File: src/rtl/safety_obi_reg_bridge.sv
// Safety core data port (req/gnt/rvalid) to register bus bridge with window decode and hang timeout.
// One access outstanding; in-window response 2+ cycles after grant, out-of-window 1 cycle; grant only in IDLE/RESP.
module safety_obi_reg_bridge #(
  parameter logic [31:0] BaseAddr      = 32'h0002_0000,
  parameter logic [31:0] RegionSize    = 32'h0000_1000,
  parameter int unsigned AddrWidth     = 32,
  parameter int unsigned TimeoutCycles = 16,
  parameter logic [31:0] ErrRdata      = 32'hBADCAB1E
) (
  input  logic                 clk_i,
  input  logic                 rst_i,
  input  logic                 data_req_i,
  output logic                 data_gnt_o,
  input  logic                 data_we_i,
  input  logic [3:0]           data_be_i,
  input  logic [31:0]          data_addr_i,
  input  logic [31:0]          data_wdata_i,
  output logic                 data_rvalid_o,
  output logic [31:0]          data_rdata_o,
  output logic                 data_err_o,
  output logic                 reg_valid_o,
  output logic                 reg_write_o,
  output logic [AddrWidth-1:0] reg_addr_o,
  output logic [31:0]          reg_wdata_o,
  output logic [3:0]           reg_wstrb_o,
  input  logic [31:0]          reg_rdata_i,
  input  logic                 reg_error_i,
  input  logic                 reg_ready_i,
  output logic                 timeout_o
);

  localparam int unsigned    CntW    = (TimeoutCycles > 0) ? $clog2(TimeoutCycles + 1) : 1;
  localparam logic [CntW-1:0] CntLast = (TimeoutCycles > 0) ? CntW'(TimeoutCycles - 1) : '0;
  localparam logic [31:0]    EndAddr = BaseAddr + RegionSize;

  typedef enum logic [1:0] {
    IDLE = 2'd0,
    BUSY = 2'd1,
    RESP = 2'd2
  } state_e;

  state_e                state_q, state_d;
  logic                  we_q, we_d;
  logic [3:0]            be_q, be_d;
  logic [AddrWidth-1:0]  off_q, off_d;
  logic [31:0]           wdata_q, wdata_d;
  logic [31:0]           rdata_q, rdata_d;
  logic                  err_q, err_d;
  logic [CntW-1:0]       cnt_q, cnt_d;

  logic                  accept;
  logic                  in_win;
  logic                  timeout_hit;
  logic [31:0]           win_off;

  always_comb begin
    in_win  = (data_addr_i >= BaseAddr) && (data_addr_i < EndAddr);
    win_off = (data_addr_i - BaseAddr) & ~32'h3;
    // A request seen while reset is asserted would be dropped, so never grant it.
    accept  = data_req_i && ((state_q == IDLE) || (state_q == RESP)) && !rst_i;

    state_d     = state_q;
    we_d        = we_q;
    be_d        = be_q;
    off_d       = off_q;
    wdata_d     = wdata_q;
    rdata_d     = rdata_q;
    err_d       = err_q;
    cnt_d       = cnt_q;
    timeout_hit = 1'b0;

    case (state_q)
      IDLE: begin
        state_d = IDLE;
      end
      BUSY: begin
        if (reg_ready_i) begin
          rdata_d = we_q ? 32'h0 : reg_rdata_i;
          err_d   = reg_error_i;
          state_d = RESP;
        end else if ((TimeoutCycles != 0) && (cnt_q == CntLast)) begin
          timeout_hit = 1'b1;
          rdata_d     = we_q ? 32'h0 : ErrRdata;
          err_d       = 1'b1;
          state_d     = RESP;
        end else if (TimeoutCycles != 0) begin
          cnt_d = cnt_q + 1'b1;
        end
      end
      RESP: begin
        state_d = IDLE;
      end
      default: begin
        state_d = IDLE;
      end
    endcase

    // Accept only happens in IDLE/RESP, so it never competes with the BUSY branch.
    if (accept) begin
      we_d    = data_we_i;
      be_d    = data_be_i;
      off_d   = AddrWidth'(win_off);
      wdata_d = data_wdata_i;
      if (in_win) begin
        state_d = BUSY;
        cnt_d   = '0;
        rdata_d = 32'h0;
        err_d   = 1'b0;
      end else begin
        state_d = RESP;
        rdata_d = data_we_i ? 32'h0 : ErrRdata;
        err_d   = 1'b1;
      end
    end
  end

  always_ff @(posedge clk_i) begin
    if (rst_i) begin
      state_q <= IDLE;
      we_q    <= 1'b0;
      be_q    <= '0;
      off_q   <= '0;
      wdata_q <= '0;
      rdata_q <= '0;
      err_q   <= 1'b0;
      cnt_q   <= '0;
    end else begin
      state_q <= state_d;
      we_q    <= we_d;
      be_q    <= be_d;
      off_q   <= off_d;
      wdata_q <= wdata_d;
      rdata_q <= rdata_d;
      err_q   <= err_d;
      cnt_q   <= cnt_d;
    end
  end

  // Response and reg-bus fields are gated so they read as zero outside their phase.
  always_comb begin
    data_gnt_o    = accept;
    data_rvalid_o = (state_q == RESP);
    data_rdata_o  = data_rvalid_o ? rdata_q : 32'h0;
    data_err_o    = data_rvalid_o & err_q;
    reg_valid_o   = (state_q == BUSY);
    reg_write_o   = reg_valid_o & we_q;
    reg_addr_o    = reg_valid_o ? off_q : '0;
    reg_wdata_o   = reg_valid_o ? wdata_q : 32'h0;
    reg_wstrb_o   = reg_valid_o ? be_q : 4'h0;
    timeout_o     = timeout_hit;
  end

endmodule

File: config.mk
export PLATFORM = sky130hd
export DESIGN_NAME = safety_obi_reg_bridge
export DESIGN_NICKNAME = d
export VERILOG_FILES = /design/src/rtl/safety_obi_reg_bridge.sv
export SDC_FILE = /design/constraint.sdc
export NUM_CORES = 1
export LEC_CHECK = 0
export CORE_AREA = 2 2 137 126
export CTS_BUF_LIST = sky130_fd_sc_hd__clkbuf_4 sky130_fd_sc_hd__clkbuf_8
export CTS_CLUSTER_SIZE = 40
export DETAILED_ROUTE_END_ITERATION = 8
export DIE_AREA = 0 0 139 128
export DONT_BUFFER_PORTS = 1
export SLEW_MARGIN = 40
export SYNTH_ARGS = -nofsm -noshare
export SYNTH_HDL_FRONTEND = slang
export SYNTH_SLANG_ARGS = --single-unit
File: constraint.sdc
create_clock -name clk_i -period 2.2 [get_ports clk_i]
set_clock_uncertainty 0.05 [all_clocks]
set_input_delay 0.55 -clock clk_i [delete_from_list [all_inputs] [get_ports clk_i]]
set_output_delay 0.55 -clock clk_i [all_outputs]
set_load 0.1 [all_outputs]
==> results of run 1 <==
cell type report:
class,count,area (um2)
well taps,211,264
clock buffers,11,139
repair buffers,128,2310
multi-input cells,448,2800
fillers,1539,8700
flip-flops and latches,107,2150
clock inverters,5,37.5
inverters,8,40.0
repair inverters,1,7.51
cell usage in the layout, fill, tap and decap left out, drive strengths merged, types with 3 or more instances in the layout:
cell type and count:
buf 127, nor4 4, nand2b 30, nor2 25
nor3 26, o21ai 79, nand2 82, nand3b 4
nand3 12, xnor2 7, clkinvlp 3, dfxtp 107
a32oi 13, or4 5, inv 9, a311oi 19
xor2 4, a21oi 10, clkbuf 12, and2 99
power groups by stage:
stage | Sequential, uW | Combinational [uW] | Clock, uW
6_report | 2100 | 404 | 1130
2_1_floorplan | 2130 | 315 | 0
3_5_place_dp | 2150 | 383 | 0
5_1_grt | 2120 | 446 | 1260
3_3_place_gp | 2140 | 376 | 0
4_1_cts | 2100 | 405 | 1210
worst paths after layout:
path / from / endpoint / slack [ns] / cells past startpoint
worst min-delay path: rst_i / off_q[17] / 0.20 / 1
worst max register to register: cnt_q[0] / rdata_q[20] / 0.33 / 7
worst max-delay path: state_q[0] / data_rdata_o[29] / 0.008 / 6
worst min register to register: cnt_q[4] / cnt_q[4] / 0.40 / 2
through the flow:
| step | total power, uW | setup TNS [ns] | utilization |
|---|---|---|---|
| final | 3640 | 0 | 0.471 |
| after global routing | 3830 | -2.32 | 0.471 |
| after CTS | 3720 | -0.196 | 0.466 |
| after detailed placement | 2530 | 0 | 0.437 |
| after global placement | 2520 | 0 | 0.437 |
| after floorplan | 2450 | -0.996 | - |
flip-flops by register name (all words and copies together) (netlist names):
register,cells
state_q,2
err_q,1
wdata_q,32
we_q,1
rdata_q,32
off_q,30
be_q,4
cnt_q,5
metal layers:
| metal | vias up | routed length (um) | track usage |
|---|---|---|---|
| li1 | 2261 | - | - |
| met1 | 2124 | 6560 | 0.207 |
| met2 | 193 | 7210 | 0.276 |
| met3 | 11 | 1390 | 0.0665 |
| met4 | 0 | 169 | 0.0434 |
| met5 | - | 0 | 0 |
kinds of logic (layout without fill, tap and decap cells):
group	count (synthesis)	in the layout	share of synthesized area
and+or+nand+nor	299	299	0.322
other	1	2	0.000751
xor gates and xnor gates	11	11	0.0193
buffers and inverters	60	153	0.0576
AOI/OAI and AO/OA	133	133	0.165
adders and majority gates	2	2	0.00501
DFF	107	107	0.429
muxes	1	1	0.00200
repair_timing:
action | 4_1_cts | 5_1_grt
setup endpoints to repair | 96 | 95
gates resized for setup | 62 | 26
buffers inserted | 8 | 0
pin swaps | 3 | 18
gates cloned | 3 | 1
==> impl_metrics.csv, run 1 <==
group,metric,value,unit
outcome,status,"finished clean",
die,core.rowCount,45,
synth,async_reset_ff_frac,0,
final_layout,diodes,0,
detailed_routing,viasPerCell,4.99,
detailed_routing,via_count,4589,
final_layout,area_growth,54.9,%
timing,fin_ws,0.00779,ns
timing,tightest_slew,0.590,ns
timing,rsz0062_at_grt,"true",
clock_tree,cts_buffer_depth,2,
clock_tree,insertion_delay,0.38,ns
power,comb_power_share,0.111,
detailed_routing,post-route-drc-count,0,
timing,fin_crit_sh,0.996,
place,place_area,0.00718,mm2
clock_tree,holdBufCountCts,0,
synth,synth_top_area_cell,"dfxtp_1",
worst_setup_path,crit_type,"reg -> out",
timing,finalSetupViolCount,0,
global_routing,grt_pass1_wl,23600,um
global_routing,overflow,0,
synth,ys.flop_type,"dfxtp_1",
timing,post-route-min-period,2.19,ns
power,p_leak,0.00290,uW
global_routing,grt_usage,0.168,
timing,slew_viol_final,0,
detailed_routing,antenna_left,0,
clock_tree,path_clk_slew,0.10,ns
clock_tree,cts_tree,"yes",
power,power.density,471,mW/mm2
worst_setup_path,critPathCaptureType,"output port",
synth,synthTopCellsByArea,"dfxtp_1 (43%), and2_1 (12%), o21ai_0 (7.7%), nand2_1 (6.0%), nand2b_1 (3.8%)",
timing,fmax,456,MHz
synth,ys_seq_elements,107,
worst_setup_path,path_max_fanout,7,
clock_tree,cts_buffers,9,
synth,yosys_warnings,0,
place,place.gp.congestion,0.766,
worst_setup_path,crit_top_cell,"buf_12",
place,io_buffers,0,
synth,ys_seq_area_frac,0.429,
power,clkPwrFrac,0.311,
synth,synth_most_common_cell,"dfxtp_1",
worst_setup_path,worst_path_max_delay_cell,"dfxtp_2",
place,pre_cts_ws,0.0822,ns
synth,syn_inst,614,
detailed_routing,wl_per_cell,16.7,um
job,max-cap-violations,0,
synth,yosysUniqueCellTypes,52,
synth,synth_common_cells,"dfxtp_1 (107), and2_1 (99), nand2_1 (80), o21ai_0 (77), clkbuf_1 (37)",
synth,synth_edf_count,0,
global_routing,grt_start_max_net_pins,75,
min_path,hp-class,"in -> reg",
final_layout,drive_above_1_share,0.356,
final_layout,nets,811,
worst_setup_path,worstPathArrival,1.59,ns
final_layout,stdcell_count,919,
detailed_routing,first_pass_iters,4,
detailed_routing,drt_iter0_drc,155,
synth,synth_area_per_cell,8.14,um2
power,switchingPower,989,uW
global_routing,grt_pass1_vias,4344,
worst_setup_path,crit_chain,"buf_6 > nor2b_4 > buf_12 > buf_16 > and2_4 > buf_12",
timing,maxSlewHeadroom,0.606,
die,start_util,0.304,
detailed_routing,wl,15300,um
place,hpwl,10600,um
worst_setup_path,cpPeakStageDelay,0.34,ns
power,swShare,0.272,
die,die_area,0.0178,mm2
global_routing,antenna_found_initial,0,
timing,timing.hold.ws,0.199,ns
die,die-height,128,um
place,placedCellCount,892,
clock_tree,cts_sinks,107,
synth,synth_top_area_frac,0.429,
die,io_pins,212,
die,die_x,139,um
worst_setup_path,critical_path_required,1.60,ns
timing,hold_viol_final,0,
clock_tree,cts_htree_levels,3,
die,core_region_area,0.0164,mm2
power,p_int,2650,uW
clock_tree,root_buffer,"clkbuf_8",
power,seq_power_share,0.578,
synth,synth_area,0.00500,mm2
power,ir_worst_vdd,0.000408,V
worst_setup_path,worstSetupStartpointType,"flop",
worst_setup_path,cp_top_family,"buffers and inverters",
final_layout,final_area,0.00774,mm2
worst_setup_path,path_buf_inv,4,
Power figures use the tool's default switching activity.
==> run 2, diff against run 1 <==
--- a/config.mk
+++ b/config.mk
@@ -5,12 +5,17 @@
 export SDC_FILE = /design/constraint.sdc
 export NUM_CORES = 1
 export LEC_CHECK = 0
-export CORE_AREA = 2 2 137 126
+export ABC_AREA = 1
+export CELL_PAD_IN_SITES_DETAIL_PLACEMENT = 1
+export CELL_PAD_IN_SITES_GLOBAL_PLACEMENT = 1
+export CORE_AREA = 2 2 139 128
 export CTS_BUF_LIST = sky130_fd_sc_hd__clkbuf_4 sky130_fd_sc_hd__clkbuf_8
+export CTS_CLUSTER_DIAMETER = 50
 export CTS_CLUSTER_SIZE = 40
 export DETAILED_ROUTE_END_ITERATION = 8
-export DIE_AREA = 0 0 139 128
+export DIE_AREA = 0 0 141 130
 export DONT_BUFFER_PORTS = 1
+export PLACE_DENSITY_LB_ADDON = 0.1
 export SLEW_MARGIN = 40
 export SYNTH_ARGS = -nofsm -noshare
 export SYNTH_HDL_FRONTEND = slang
==> run 2 against run 1 <==
Net effect:
- critical path depth decreased by 1
- synthesized cell count grew 29%
- combinational power rose by 31%
- hold slack got worse by 0.026 ns
- critical path type unchanged
- wire length up 13%
- sequential power is 2% lower
- fmax grew 2.4%
==> impl_metrics.csv, run 2 <==
group,metric,value,unit
worst_setup_path,reg2reg_slack,0.49,ns
global_routing,grt_pass1_vias,5471,
timing,timing.hold.ws,0.173,ns
final_layout,drive_above_1_share,0.308,
timing,finalSetupViolCount,0,
synth,synth_area,0.00514,mm2
die,core_region_area,0.0171,mm2
final_layout,nets,989,
detailed_routing,wl_per_cell,15.8,um
timing,tightest_slew,0.641,ns
die,die-height,130,um
power,ir_worst_vdd,0.000265,V
detailed_routing,post-route-drc-count,0,
clock_tree,cts_buffers,9,
final_layout,top_regs,"rdata_q (32), wdata_q (32), off_q (30)",
detailed_routing,wl,17400,um
synth,ys_seq_area_frac,0.416,
timing,hold_viol_final,0,
clock_tree,path_clk_slew,0.11,ns
clock_tree,cts_sinks,107,
worst_setup_path,critical_path_required,1.60,ns
synth,synth_top_area_frac,0.416,
detailed_routing,via_count,5262,
timing,fmax,467,MHz
min_path,hp-class,"in -> reg",
clock_tree,insertion_delay,0.38,ns
worst_setup_path,worstSetupStartpointType,"flop",
die,start_util,0.301,
place,pre_cts_ws,0.307,ns
timing,rsz0062_at_grt,"true",
global_routing,grt_usage,0.188,
global_routing,antenna_found_initial,0,
synth,synthTopCellsByArea,"dfxtp_1 (42%), nor2_1 (14%), inv_1 (9.0%), a21oi_1 (8.6%), nand2_1 (8.2%)",
clock_tree,cts_buffer_depth,2,
clock_tree,holdBufCountCts,0,
synth,synth_common_cells,"nor2_1 (194), inv_1 (123), nand2_1 (112), dfxtp_1 (107), a21oi_1 (88)",
worst_setup_path,cp-startpoint,"state_q[0]",
timing,setup_tns,0,ns
detailed_routing,viasPerCell,4.77,
outcome,status,"finished clean",
synth,ys_seq_elements,107,
global_routing,grt_start_max_net_pins,84,
clock_tree,cts_tree,"yes",
final_layout,diodes,0,
place,io_buffers,0,
worst_setup_path,path_max_fanout,10,
timing,slew_viol_final,0,
detailed_routing,drt_iter0_drc,156,
power,power.density,468,mW/mm2
global_routing,grt_pass1_wl,27700,um
worst_setup_path,critPathCaptureType,"output port",
detailed_routing,antenna_left,0,
final_layout,final_core_util,0.491,
synth,ys.flop_type,"dfxtp_1",
place,hpwl,12800,um
synth,syn_inst,791,
worst_setup_path,crit_type,"reg -> out",
clock_tree,cts_htree_levels,3,
die,die_area,0.0183,mm2
detailed_routing,first_pass_iters,4,
final_layout,n_fill_cell,1988,
job,max-cap-violations,0,
synth,yosysUniqueCellTypes,33,
worst_setup_path,r2r_cells,5,
final_layout,final_cell_mix,"inv_1 (121), nand2_1 (110), buf_12 (109), dfxtp_1 (103), nor2_1 (91)",
timing,fin_ws,0.0601,ns
worst_setup_path,worstPathArrival,1.54,ns
synth,synth_area_per_cell,6.50,um2
power,p_leak,0.00312,uW
synth,async_reset_ff_frac,0,
final_layout,area_growth,63.2,%
die,core.rowCount,46,
synth,synth_edf_count,0,
timing,post-route-min-period,2.14,ns
worst_setup_path,r2r-start,"state_q[0]",
worst_setup_path,cp-endpoint,"data_rdata_o[11]",
timing,maxSlewHeadroom,0.572,
die,io_pins,212,
die,die_x,141,um
power,fin_total_pwr,3930,uW
worst_setup_path,r2r-end,"off_q[3]",
place,place.gp.congestion,0.819,
timing,fin_crit_sh,0.973,
synth,synth_top_area_cell,"dfxtp_1",
global_routing,overflow,0,
synth,synth_most_common_cell,"nor2_1",
final_layout,final_common_cell,"inv_1",
clock_tree,root_buffer,"clkbuf_8",
synth,yosys_warnings,0,
## run 2: cell count changes after synthesis, moves of 14 or more
cell and delta:
a21oi_1 +78, nand2_1 +32, a311oi_1 -19, nand2b_1 -30
o21ai_0 -14, nor2_1 +169, inv_1 +116, nor3_1 -24
clkbuf_1 -18, and2_1 -98
## run 2: routing by layer
metal  vias to the layer above  wire [um]  track usage
li1                       2589          -            -
met1                      2534       7510        0.234
met2                       122       8670        0.328
met3                        17        950       0.0444
met4                         0        256       0.0547
met5                         -          0            0
## run 2: through the flow
stage,area [um2],instances
final,8400,1102
after global routing,8400,1102
after CTS,8310,1098
after detailed placement,8080,1082
after global placement,8080,1082
after floorplan,5710,792
## run 2: cells by family (layout without fill, tap and decap cells)
kind of cell    count (synthesis)  count (layout)  share of synthesized area
simple gates                  338             338                      0.266
buf+inv                       173             267                      0.135
compound gates                163             163                      0.165
flops                         107             107                      0.416
xor+xnor                        7               7                     0.0119
fa+ha+maj                       2               2                    0.00486
other cells                     1               2                   0.000729
## run 2: final cells by class
| cell class | instances | area, um2 | share of cell area |
|---|---|---|---|
| clock buffer | 10 | 138 | 0.0164 |
| timing repair buffer | 125 | 2350 | 0.280 |
| inverter | 126 | 483 | 0.0575 |
| multi-input combinational | 512 | 2930 | 0.349 |
| clock inverter | 6 | 78.8 | 0.00939 |
| tap | 216 | 270 | 0.0322 |
| sequential | 107 | 2150 | 0.256 |
## run 2: worst max-delay path, cell delays in order (launching register included)
cell and delay, ns:
dfxtp_2 0.39, nor2_4 0.19, inv_8 0.11, buf_12 0.17, nor2_4 0.13, buf_12 0.18
## run 2: how the worst min path moves through the flow
| stage | start | end | slack (ns) | depth (start not counted) |
|---|---|---|---|---|
| floorplan | off_q[10] | off_q[10] | 0.38 | 2 |
| global placement | rdata_q[6] | rdata_q[6] | 0.39 | 2 |
| detailed placement | rdata_q[12] | rdata_q[12] | 0.40 | 2 |
| CTS | rst_i | rdata_q[26] | 0.14 | 1 |
| global route | rst_i | rdata_q[14] | 0.14 | 1 |
| finish | rst_i | rdata_q[30] | 0.17 | 1 |
## run 2: where the power goes
part	leakage (uW)	internal, uW	switching [uW]
combinational	0.00212	155	373
sequential	0.000879	2030	27.2
clock	0.000111	585	757
total	0.00312	2770	1160
## run 2: what timing repair did
| action | in CTS | in global routing |
|---|---|---|
| pin swaps | 1 | 1 |
| endpoints found under the setup margin | 92 | 27 |
| cloned | 0 | 1 |
| resized for setup | 7 | 7 |
| hold endpoints to repair | 0 | 0 |
| setup buffers | 0 | 3 |
==> run 3, diff against run 2 <==
--- a/config.mk
+++ b/config.mk
@@ -5,15 +5,13 @@
 export SDC_FILE = /design/constraint.sdc
 export NUM_CORES = 1
 export LEC_CHECK = 0
-export ABC_AREA = 1
 export CELL_PAD_IN_SITES_DETAIL_PLACEMENT = 1
 export CELL_PAD_IN_SITES_GLOBAL_PLACEMENT = 1
-export CORE_AREA = 2 2 139 128
-export CTS_BUF_LIST = sky130_fd_sc_hd__clkbuf_4 sky130_fd_sc_hd__clkbuf_8
+export CORE_AREA = 2 2 137 126
 export CTS_CLUSTER_DIAMETER = 50
 export CTS_CLUSTER_SIZE = 40
 export DETAILED_ROUTE_END_ITERATION = 8
-export DIE_AREA = 0 0 141 130
+export DIE_AREA = 0 0 139 128
 export DONT_BUFFER_PORTS = 1
 export PLACE_DENSITY_LB_ADDON = 0.1
 export SLEW_MARGIN = 40
==> run 3 against run 2 <==
Net effect:
- register-to-register slack lost 0.16 ns
- non-clock buffer count fell by 5
- final area decreased by 8.1%
- sequential power rose by 2%
- first-iteration DRC count is 35% lower
- worst setup slack lost 0.021 ns
- fmax is 0.97% lower
- via count down 11%
- die area shrank 2.9%
- highest routed layer unchanged
==> impl_metrics.csv, run 3 (same netlist as run 1, synthesis figures left out) <==
group,metric,value,unit
worst_setup_path,worstPathArrival,1.56,ns
clock_tree,root_buffer,"clkbuf_16",
final_layout,drive_above_1_share,0.305,
clock_tree,cts_buffers,9,
global_routing,antenna_found_initial,0,
timing,rsz0062_at_grt,"true",
detailed_routing,viasPerCell,5.15,
detailed_routing,first_pass_iters,4,
global_routing,grt_usage,0.184,
outcome,status,"finished clean",
clock_tree,cts_buffer_depth,2,
place,io_buffers,0,
timing,fmax,463,MHz
min_path,hold_path_end,"state_q[0]",
die,core_region_area,0.0164,mm2
final_layout,multi_input_area,0.00270,mm2
timing,fin_ws,0.0392,ns
final_layout,seqCellArea,0.00215,mm2
power,p_leak,0.00288,uW
timing,fin_crit_sh,0.982,
detailed_routing,via_count,4684,
final_layout,n_fill_cell,1832,
min_path,min-delay-start,"rst_i",
worst_setup_path,worstSetupStartpointType,"flop",
worst_setup_path,critical_path_required,1.60,ns
die,die_area,0.0178,mm2
final_layout,final_area,0.00771,mm2
die,die_x,139,um
die,core.rowCount,45,
worst_setup_path,r2r-start,"cnt_q[0]",
die,die-height,128,um
place,placedCellCount,890,
final_layout,diodes,0,
final_layout,final_common_cell,"dfxtp_1",
min_path,hp-class,"in -> reg",
worst_setup_path,critPathCaptureType,"output port",
power,ir_worst_vdd,0.000427,V
die,io_pins,212,
timing,maxSlewHeadroom,0.550,
min_path,holdPathStages,1,
global_routing,grt_start_max_net_pins,75,
worst_setup_path,r2r-end,"rdata_q[1]",
detailed_routing,drt_iter0_drc,101,
power,power.density,566,mW/mm2
place,hpwl,11400,um
timing,slew_viol_final,0,
global_routing,grt_pass1_wl,26000,um
worst_setup_path,r2r_cells,7,
final_layout,stdcell_count,910,
clock_tree,cts_htree_levels,3,
place,place_area,0.00723,mm2
detailed_routing,wl,16400,um
detailed_routing,post-route-drc-count,0,
clock_tree,holdBufCountCts,0,
detailed_routing,antenna_left,0,
place,place.gp.congestion,0.800,
final_layout,nets,802,
clock_tree,insertion_delay,0.35,ns
job,max-cap-violations,0,
timing,finalSetupViolCount,0,
clock_tree,cts_sinks,107,
clock_tree,path_clk_slew,0.07,ns
global_routing,grt_pass1_vias,4845,
timing,post-route-min-period,2.16,ns
clock_tree,cts_tree,"yes",
timing,tightest_slew,0.673,ns
place,pre_cts_ws,0.0931,ns
die,start_util,0.304,
detailed_routing,wl_per_cell,18.1,um
final_layout,area_growth,54.4,%
final_layout,final_cell_mix,"dfxtp_1 (103), buf_12 (102), nand2_1 (80), o21ai_0 (77), and2_2 (44)",
final_layout,top_regs,"rdata_q (32), wdata_q (32), off_q (30)",
worst_setup_path,reg2reg_slack,0.33,ns
global_routing,overflow,0,
worst_setup_path,path_max_fanout,4,
worst_setup_path,crit_type,"reg -> out",
timing,timing.hold.ws,0.221,ns
timing,hold_viol_final,0,
run 3: repair_timing:
item                                    4_1_cts  5_1_grt
cloned                                        2        1
gates resized for setup                       9       13
pin swaps                                     0        1
endpoints found under the setup margin       68       51
buffers inserted                              2        0
run 3: cell type report:
cell class / instances / area share
clock buffer: 11 / 0.0315
clock inverter: 5 / 0.0130
timing repair buffer: 120 / 0.287
inverter: 8 / 0.00487
sequential: 107 / 0.279
multi-input combinational: 448 / 0.350
tap: 211 / 0.0342
run 3: critical path, cell delays in order (launching register included):
cell and delay (ns):
dfxtp_4 0.38, ha_4 0.15, nand4b_1 0.20, nor3_4 0.28, buf_12 0.20
run 3: report_power, final:
| part | switching (uW) | internal, uW |
|---|---|---|
| clock | 732 | 1140 |
| combinational | 244 | 148 |
| sequential | 53.2 | 2050 |
run 3: per-stage QoR:
| stage | total power [uW] | utilization | TNS [ns] |
|---|---|---|---|
| after floorplan | 2450 | - | -0.996 |
| after global placement | 2520 | 0.440 | 0 |
| final | 4370 | 0.469 | 0 |
| after global routing | 4560 | 0.469 | -0.0550 |
| after detailed placement | 2540 | 0.440 | 0 |
| after CTS | 4440 | 0.467 | -0.367 |
run 3: metal layers:
layer  vias to the layer above  share of wire  track usage
li1                       2249              -            -
met1                      2265           0.41        0.206
met2                       152           0.50        0.327
met3                        18          0.077       0.0687
met4                         0          0.014       0.0541
met5                         -              0            0
run 3: worst max-delay path by stage:
stage | start | end | slack [ns] | cells past startpoint
finish | cnt_q[0] | timeout_o | 0.04 | 4
global route | cnt_q[0] | timeout_o | -0.05 | 4
CTS | state_q[1] | reg_addr_o[6] | -0.03 | 5
detailed placement | data_addr_i[18] | off_q[25] | 0.09 | 6
global placement | data_addr_i[17] | off_q[25] | 0.14 | 6
floorplan | state_q[1] | reg_addr_o[2] | -0.05 | 4
